## config.mk

```make
export PLATFORM = sky130hd
export DESIGN_NAME = seg_scan_drv
export DESIGN_NICKNAME = d
export VERILOG_FILES = /design/src/rtl/seg_scan_drv_pkg.sv /design/src/rtl/seg_scan_drv_hex7seg_dec.sv /design/src/rtl/seg_scan_drv.sv
export SDC_FILE = /design/constraint.sdc
export NUM_CORES = 1
export LEC_CHECK = 0
export ABC_CLOCK_PERIOD_IN_PS = 5500
export CORE_UTILIZATION = 61
export CTS_BUF_LIST = sky130_fd_sc_hd__clkbuf_4
export DETAILED_ROUTE_END_ITERATION = 8
export GPL_ROUTABILITY_DRIVEN = 0
export PLACE_DENSITY = 0.87
export SYNTH_ARGS = -nofsm -noshare
export SYNTH_HDL_FRONTEND = slang
export SYNTH_SLANG_ARGS = --single-unit
export TNS_END_PERCENT = 20
```

## constraint.sdc

```tcl
create_clock -name clk -period 5.5 [get_ports clk]
set_clock_uncertainty 0.2 [all_clocks]
set_input_delay 1.1 -clock clk [delete_from_list [all_inputs] [get_ports clk]]
set_output_delay 1.1 -clock clk [all_outputs]
set_load 0.05 [all_outputs]
```

## src/rtl/seg_scan_drv_pkg.sv

```systemverilog
// Shared glyph and anode constants for the multiplexed 7-segment scanner.
// All patterns are active low, bit order {g,f,e,d,c,b,a}.
package seg_scan_drv_pkg;

    localparam logic [6:0] SEG_0     = 7'b1000000;
    localparam logic [6:0] SEG_1     = 7'b1111001;
    localparam logic [6:0] SEG_2     = 7'b0100100;
    localparam logic [6:0] SEG_3     = 7'b0110000;
    localparam logic [6:0] SEG_4     = 7'b0011001;
    localparam logic [6:0] SEG_5     = 7'b0010010;
    localparam logic [6:0] SEG_6     = 7'b0000010;
    localparam logic [6:0] SEG_7     = 7'b1111000;
    localparam logic [6:0] SEG_8     = 7'b0000000;
    localparam logic [6:0] SEG_9     = 7'b0010000;
    localparam logic [6:0] SEG_A     = 7'b0001000;
    localparam logic [6:0] SEG_B     = 7'b0000011;
    localparam logic [6:0] SEG_C     = 7'b1000110;
    localparam logic [6:0] SEG_D     = 7'b0100001;
    localparam logic [6:0] SEG_E     = 7'b0000110;
    localparam logic [6:0] SEG_F     = 7'b0001110;
    localparam logic [6:0] SEG_DASH  = 7'b0111111;
    localparam logic [6:0] SEG_BLANK = 7'b1111111;

    localparam logic [3:0] AN_OFF    = 4'b1111;

    // Active-low anode vector with only the selected digit enabled.
    function automatic logic [3:0] an_sel_n(input logic [1:0] idx);
        return ~(4'b0001 << idx);
    endfunction

endpackage

```

## src/rtl/seg_scan_drv_hex7seg_dec.sv

```systemverilog
// Combinational hex nibble to active-low 7-segment glyph, zero latency.
module hex7seg_dec
    import seg_scan_drv_pkg::*;
(
    input  logic [3:0] i_nib,
    output logic [6:0] o_seg
);

    always_comb begin
        o_seg = SEG_BLANK;
        case (i_nib)
            4'h0: o_seg = SEG_0;
            4'h1: o_seg = SEG_1;
            4'h2: o_seg = SEG_2;
            4'h3: o_seg = SEG_3;
            4'h4: o_seg = SEG_4;
            4'h5: o_seg = SEG_5;
            4'h6: o_seg = SEG_6;
            4'h7: o_seg = SEG_7;
            4'h8: o_seg = SEG_8;
            4'h9: o_seg = SEG_9;
            4'hA: o_seg = SEG_A;
            4'hB: o_seg = SEG_B;
            4'hC: o_seg = SEG_C;
            4'hD: o_seg = SEG_D;
            4'hE: o_seg = SEG_E;
            4'hF: o_seg = SEG_F;
            default: o_seg = SEG_BLANK;
        endcase
    end

endmodule

```

## src/rtl/seg_scan_drv.sv

```systemverilog
// 4-digit common-anode scanner: shows A/B or the result, snapshotted once per frame.
// Outputs are registered and change the cycle after each prescaler tick; no backpressure.
module seg_scan_drv
    import seg_scan_drv_pkg::*;
#(
    parameter int DIV = 50000,
    parameter int CW  = 20
)(
    input  logic        clk,
    input  logic        rst,
    input  logic        selout,
    input  logic [7:0]  op_a,
    input  logic [7:0]  op_b,
    input  logic [15:0] res,
    input  logic        ovf,
    output logic [3:0]  an,
    output logic [6:0]  seg,
    output logic        dp
);

    localparam logic [CW-1:0] PCNT_MAX = CW'(DIV - 1);

    logic [CW-1:0] r_pcnt;
    logic [1:0]    r_idx;
    logic          r_sel_q;
    logic [7:0]    r_a_q;
    logic [7:0]    r_b_q;
    logic [15:0]   r_r_q;
    logic          r_ovf_q;
    logic [3:0]    r_an;
    logic [6:0]    r_seg;
    logic          r_dp;

    logic          w_tick;
    logic          w_frame;
    logic [1:0]    w_idx_nxt;
    logic          w_sel;
    logic [7:0]    w_a;
    logic [7:0]    w_b;
    logic [15:0]   w_r;
    logic          w_ovf;
    logic [3:0]    w_nib;
    logic [6:0]    w_glyph;
    logic [6:0]    w_seg_nxt;
    logic          w_dp_nxt;

    assign w_tick    = (r_pcnt == PCNT_MAX);
    assign w_frame   = w_tick && (r_idx == 2'd3);
    assign w_idx_nxt = r_idx + 2'd1;

    // The first digit of a frame must already use the fresh snapshot,
    // so bypass the snapshot registers on the boundary tick.
    assign w_sel = w_frame ? selout : r_sel_q;
    assign w_a   = w_frame ? op_a   : r_a_q;
    assign w_b   = w_frame ? op_b   : r_b_q;
    assign w_r   = w_frame ? res    : r_r_q;
    assign w_ovf = w_frame ? ovf    : r_ovf_q;

    always_comb begin
        w_nib = 4'h0;
        if (w_sel) begin
            case (w_idx_nxt)
                2'd3: w_nib = w_a[7:4];
                2'd2: w_nib = w_a[3:0];
                2'd1: w_nib = w_b[7:4];
                default: w_nib = w_b[3:0];
            endcase
        end else begin
            case (w_idx_nxt)
                2'd3: w_nib = w_r[15:12];
                2'd2: w_nib = w_r[11:8];
                2'd1: w_nib = w_r[7:4];
                default: w_nib = w_r[3:0];
            endcase
        end
    end

    hex7seg_dec u_dec (
        .i_nib (w_nib),
        .o_seg (w_glyph)
    );

    assign w_seg_nxt = (!w_sel && w_ovf) ? SEG_DASH : w_glyph;
    assign w_dp_nxt  = !(w_sel && (w_idx_nxt == 2'd2));

    always_ff @(posedge clk) begin
        if (rst) begin
            r_pcnt  <= '0;
            r_idx   <= 2'd3;
            r_sel_q <= 1'b1;
            r_a_q   <= '0;
            r_b_q   <= '0;
            r_r_q   <= '0;
            r_ovf_q <= 1'b0;
            r_an    <= AN_OFF;
            r_seg   <= SEG_BLANK;
            r_dp    <= 1'b1;
        end else begin
            r_pcnt <= w_tick ? '0 : r_pcnt + CW'(1);
            if (w_tick) begin
                r_idx <= w_idx_nxt;
                r_an  <= an_sel_n(w_idx_nxt);
                r_seg <= w_seg_nxt;
                r_dp  <= w_dp_nxt;
            end
            if (w_frame) begin
                r_sel_q <= selout;
                r_a_q   <= op_a;
                r_b_q   <= op_b;
                r_r_q   <= res;
                r_ovf_q <= ovf;
            end
        end
    end

    assign an  = r_an;
    assign seg = r_seg;
    assign dp  = r_dp;

endmodule
```

==> results of run 1 <==
metal layers:
metal | part of all wire, % | vias to the layer above | global-route usage, %
met2 | 46 | 125 | 46.70
met5 | 0 | - | 0
met1 | 45 | 1469 | 36.06
li1 | - | 1516 | -
met4 | 2.3 | 0 | 14.07
met3 | 6.6 | 20 | 7.442
how the worst max path moves through the flow:
stage	startpoint	endpoint	slack, ns	depth (start not counted)
after global routing	r_idx[0]	seg[3]	1.01	14
final	r_idx[0]	seg[3]	1.32	12
after detailed placement	r_idx[0]	seg[3]	1.48	12
after global placement	r_idx[0]	seg[3]	1.63	12
after CTS	r_idx[0]	seg[3]	1.40	12
after floorplan	r_pcnt[0]	seg[3]	2.19	13
state kept, by name, indices dropped and copies added (netlist names):
register  cells
r_pcnt       20
r_r_q        16
r_a_q         8
r_b_q         8
seg           7
an            4
r_idx         2
dp            1
r_ovf_q       1
r_sel_q       1
critical path, stage by stage, from the launching register on:
cell	delay [ns]
dfxtp_1	0.45
ha_1	0.18
buf_4	0.25
nand4b_1	0.62
o21ai_1	0.41
a21boi_0	0.13
a2111o_1	0.42
a22oi_2	0.38
inv_1	0.17
ha_1	0.30
mux2_1	0.32
o21ai_1	0.12
a31oi_1	0.09
per-stage QoR:
stage	instance area [µm²]	utilization (%)	hold WS, ns	total power [mW]	cells
after global placement	4039	72.46	0.2233	0.5481	504
after detailed placement	4039	72.46	0.2343	0.5480	504
after CTS	4156	74.57	0.2526	0.8483	518
after global routing	4156	74.57	0.2719	0.8746	518
after floorplan	3577	-	0.2130	0.5183	405
final	4156	74.57	0.2511	0.8458	518
cells in the mapped netlist, types with 3 or more instances:
cell      count  share of area, %
dfxtp_1      68                38
nand2_1      41               4.3
a21oi_1      38               5.3
nor2_1       36               3.8
o21ai_0      16               2.2
mux2i_1      15               4.2
clkbuf_1     13               1.4
ha_1         13               4.5
nand4_1      13               2.3
xor2_1       11               2.7
nand3_1      10               1.4
inv_1         9              0.94
nor2b_1       9               1.6
o21ai_1       9               1.3
nand2b_1      8               1.4
and4_1        6               1.5
mux2_2        6               1.9
xnor2_1       6               1.5
and3_1        5              0.87
buf_2         4              0.56
o21a_1        4              0.84
a21boi_0      3              0.63
a31oi_1       3              0.52
and2_1        3              0.52
buf_6         3              0.94
o21ba_2       3              0.84
or3_1         3              0.52
kinds of logic (layout without fill, tap and decap cells):
logic type	Yosys count	in the layout	share of synthesized area (%)
and+or+nand+nor	152	152	24.20
AOI/OAI and AO/OA	101	101	18.29
DFF	68	68	38.06
buffers and inverters	32	73	4.337
muxes	22	22	6.401
xor gates and xnor gates	17	17	4.162
adders and majority gates	13	13	4.547
power by group:
part	switching, mW	internal [mW]
combinational	0.0154	0.0266
clock	0.173	0.135
sequential	0.00114	0.494
total	0.190	0.656
final cells by class:
type | count | share of cell area, %
Sequential cell | 68 | 32.75
Timing Repair Buffer | 50 | 11.86
Clock buffer | 10 | 1.806
Clock inverter | 4 | 1.023
Tap cell | 72 | 2.167
Inverter | 9 | 0.8128
Multi-Input combinational cell | 305 | 49.58
==> impl_metrics.tcl, run 1 <==
set metrics [dict create \
    crit_required_ns 5.60 \
    io_buffers 47 \
    postCtsSetupRepairBufs 0 \
    synthDistinctLibCells 65 \
    gr-total-overflow 0 \
    hold_end "r_pcnt[0]" \
    rr_worst_depth 12 \
    ys_seq_area_share_pct 38.06 \
    antenna_found_initial 0 \
    ys_ff_latch 68 \
    multi_input_area_um2 2061 \
    clock_latency_ns 0.42 \
    die_w_um 78.58 \
    leakage_nw 1.514 \
    clock-sinks 68 \
    drive_gt1_share_pct 9.417 \
    routed_wirelength_mm 8.318 \
    slew_headroom_pct 51.77 \
    pre_cts_ws_ns 1.483 \
    cts_resized 0 \
    max-clock-path-buffers 2 \
    fin_setup_tns_ns 0 \
    rsz0062_at_grt "no" \
    drv_cap 0 \
    num_rows 27 \
    arrival_ns 4.28 \
    diodes 0 \
    dr.pass1.iters 5 \
    drtAntennaViolNets 0 \
    drtIter0Drc 344 \
    min_delay_path_depth 1 \
    p_per_area_nw_per_um2 203.5 \
    synthArstFlopShare_pct 0 \
    place_hpwl_mm 5.823 \
    critPathKind "flop to flop" \
    finalHoldViolCount 0 \
    finalCritPeriodShare_pct 76.08 \
    grt_max_degree 35 \
    setup_slack_ns 1.316 \
    outcome "finished clean" \
    layout_commonest_cell "dfxtp_1" \
    via_per_inst 6.042 \
    htreeDepth 3 \
    fillers 426 \
    cts_tree "yes" \
    fmax_ghz 0.2390 \
    numCtsBuffers 9 \
    clockRootBuffer "clkbuf_4" \
    start_util_pct 64.18 \
    ys.flop_type "dfxtp_1" \
    grt_pass1_wl_mm 13.91 \
    worstHoldStart "r_pcnt[0]" \
    die-area_um2 6175 \
    syn_nets 454 \
    crit_path_start_kind "flop" \
    worst_slew_pin_slew_ns 0.7196 \
    area_delta_synth_final_pct 16.19 \
    ioPinCount 48 \
    crit_fanout 20 \
    ff_latch_area_um2 1361 \
    drc_errors 0 \
    holdBufCountCts 0 \
    wire_per_inst_um 16.06 \
    hp-class "flop to flop" \
    netlist_area_um2 3577 \
    ir_drop_uv 178.6 \
    coreArea_um2 5574 \
    setup_viol 0 \
    grt_pass1_vias 2980 \
    reg2reg_to "seg[3]" \
    cts.clk_slew.worst_paths_ns 0.11 \
    avgSynthCellArea_um2 8.833 \
    synth_warnings 0 \
    drv_slew 0 \
    track_usage_pct 29.08 \
    die_h_um 78.58 \
    routed-via-count 3130 \
    nNetsFinal 492 \
    reg2reg_from "r_idx[0]" \
    syn_inst 405 \
    period_minus_slack_ns 4.184 \
    worst_setup_path_end_kind "flop" \
    layout_common_cells "dfxtp_1 (68), clkdlybuf4s50_1 (47), nand2_1 (41)" \
    synth_edf_count 0 \
    r2r_slack_ns 1.32 \
]
Power figures use the tool's default switching activity.
==> inputs of run 2 (changes only) <==
ABC_CLOCK_PERIOD_IN_PS = 3400   (was 5500)
CORE_UTILIZATION = 51   (was 61)
PLACE_DENSITY = 0.78   (was 0.87)
clock period = 3.4 ns   (was 5.5 ns; I/O delays follow)
==> run 2 against run 1 <==
Sequential power increased by 62%. Largest cell class unchanged. First-iteration DRC count shrank 52%. Final cell count increased by 10%. Core utilization decreased by 7.6 points. Largest power group unchanged. Sequential cell count did not move.
==> impl_metrics.tcl, run 2 (synthesis results as in run 1) <==
set metrics [dict create \
    min_delay_path_depth 1 \
    routed-via-count 3224 \
    largest_reg_flops 20 \
    ioPinCount 48 \
    layout_common_cells "dfxtp_1 (62), clkdlybuf4s50_1 (47), nand2_1 (39)" \
    arrival_ns 3.36 \
    finalHoldViolCount 0 \
    place_hpwl_mm 6.301 \
    grt_pass1_wl_mm 14.41 \
    worst_slew_pin_slew_ns 0.6476 \
    power_mw 1.387 \
    numCtsBuffers 9 \
    crit_required_ns 3.50 \
    drv_cap 0 \
    p_per_area_nw_per_um2 305.0 \
    start_util_pct 52.65 \
    num_rows 30 \
    io_buffers 47 \
    worst_setup_path_end_kind "flop" \
    regMostFlops "r_pcnt" \
    drtIter0Drc 164 \
    coreArea_um2 6794 \
    htreeDepth 3 \
    fin_setup_tns_ns 0 \
    clock_latency_ns 0.41 \
    diodes 0 \
    layout_commonest_cell "dfxtp_1" \
    hp-class "flop to flop" \
    crit_fanout 5 \
    largest_registers "r_pcnt (20), r_r_q (16)" \
    rr_worst_depth 12 \
    via_per_inst 5.636 \
    cts_tree "yes" \
    placed_cells 547 \
    crit_path_start_kind "flop" \
    outcome "finished clean" \
    wire_per_inst_um 15.65 \
    fmax_ghz 0.3063 \
    drc_errors 0 \
    drive_gt1_share_pct 19.33 \
    cts.clk_slew.worst_paths_ns 0.11 \
    slew_headroom_pct 56.56 \
    finalCritPeriodShare_pct 96.01 \
    gr-total-overflow 0 \
    critPathKind "flop to flop" \
    nNetsFinal 520 \
    setup_viol 0 \
    die_h_um 85.75 \
    clock-sinks 68 \
    fin_cells 572 \
    grt_max_degree 32 \
    antenna_found_initial 0 \
    ir_drop_uv 252.2 \
    leakage_nw 1.689 \
    die_w_um 85.75 \
    drv_slew 0 \
    drtAntennaViolNets 0 \
    die-area_um2 7353 \
    area_delta_synth_final_pct 27.11 \
    clockRootBuffer "clkbuf_4" \
    grt_pass1_vias 3153 \
    max-clock-path-buffers 2 \
    period_minus_slack_ns 3.264 \
    holdBufCountCts 0 \
    track_usage_pct 25.07 \
    routed_wirelength_mm 8.950 \
    dr.pass1.iters 4 \
]
[run 2: per-stage QoR]
stage	hold WS, ns	utilization, %	setup slack (ns)	cell area, µm²
finish	0.2542	66.92	0.1357	4547
global route	0.2867	66.92	-0.02850	4547
CTS	0.2533	63.90	0.03643	4342
detailed placement	0.2351	61.99	0.04779	4212
global placement	0.2228	61.99	0.1502	4212
floorplan	0.2130	-	0.09097	3577
[run 2: layout make-up]
type | instances | area [µm²]
Timing Repair Buffer | 78 | 714.4
Sequential cell | 68 | 1371
Inverter | 9 | 33.78
Clock buffer | 10 | 75.07
Clock inverter | 6 | 55.05
Fill cell | 564 | 2247
Multi-Input combinational cell | 305 | 2177
Tap cell | 96 | 120.1
[run 2: worst paths after layout]
path                to  slack, ns      start
max             seg[3]       0.14  r_pcnt[0]
min          r_pcnt[0]       0.25  r_pcnt[0]
max reg2reg     seg[3]       0.14  r_pcnt[0]
min reg2reg  r_pcnt[0]       0.25  r_pcnt[0]
[run 2: critical path, stage by stage, from the launching register on]
cell and delay, ns:
dfxtp_1 0.37, ha_1 0.19, and3_1 0.24, nand2_1 0.14
nor2_4 0.26, mux2_4 0.33, a2111o_1 0.42, a22oi_2 0.24
inv_2 0.10, ha_4 0.18, mux2_1 0.28, o21ai_1 0.12
a31oi_1 0.09
[run 2: where the power goes]
part	total, mW	switching, mW	internal (mW)
Combinational	0.0721	0.0266	0.0454
Sequential	0.800	0.00186	0.798
Clock	0.514	0.289	0.225
Total	1.39	0.317	1.07
[run 2: repair_timing]
item	4_1_cts	5_1_grt
endpoints found under the setup margin	0	7
setup buffers	0	9
resized for setup	0	35
[run 2: per-layer routing]
layer / part of all wire [%] / track usage (%) / routed length, µm / vias to the layer above
met5: 0 / 0 / 0 / -
met4: 2.0 / 9.242 / 179 / 0
met3: 5.5 / 6.833 / 495 / 15
met2: 47 / 42.40 / 4242 / 112
met1: 45 / 30.56 / 4033 / 1521
li1: - / - / - / 1576
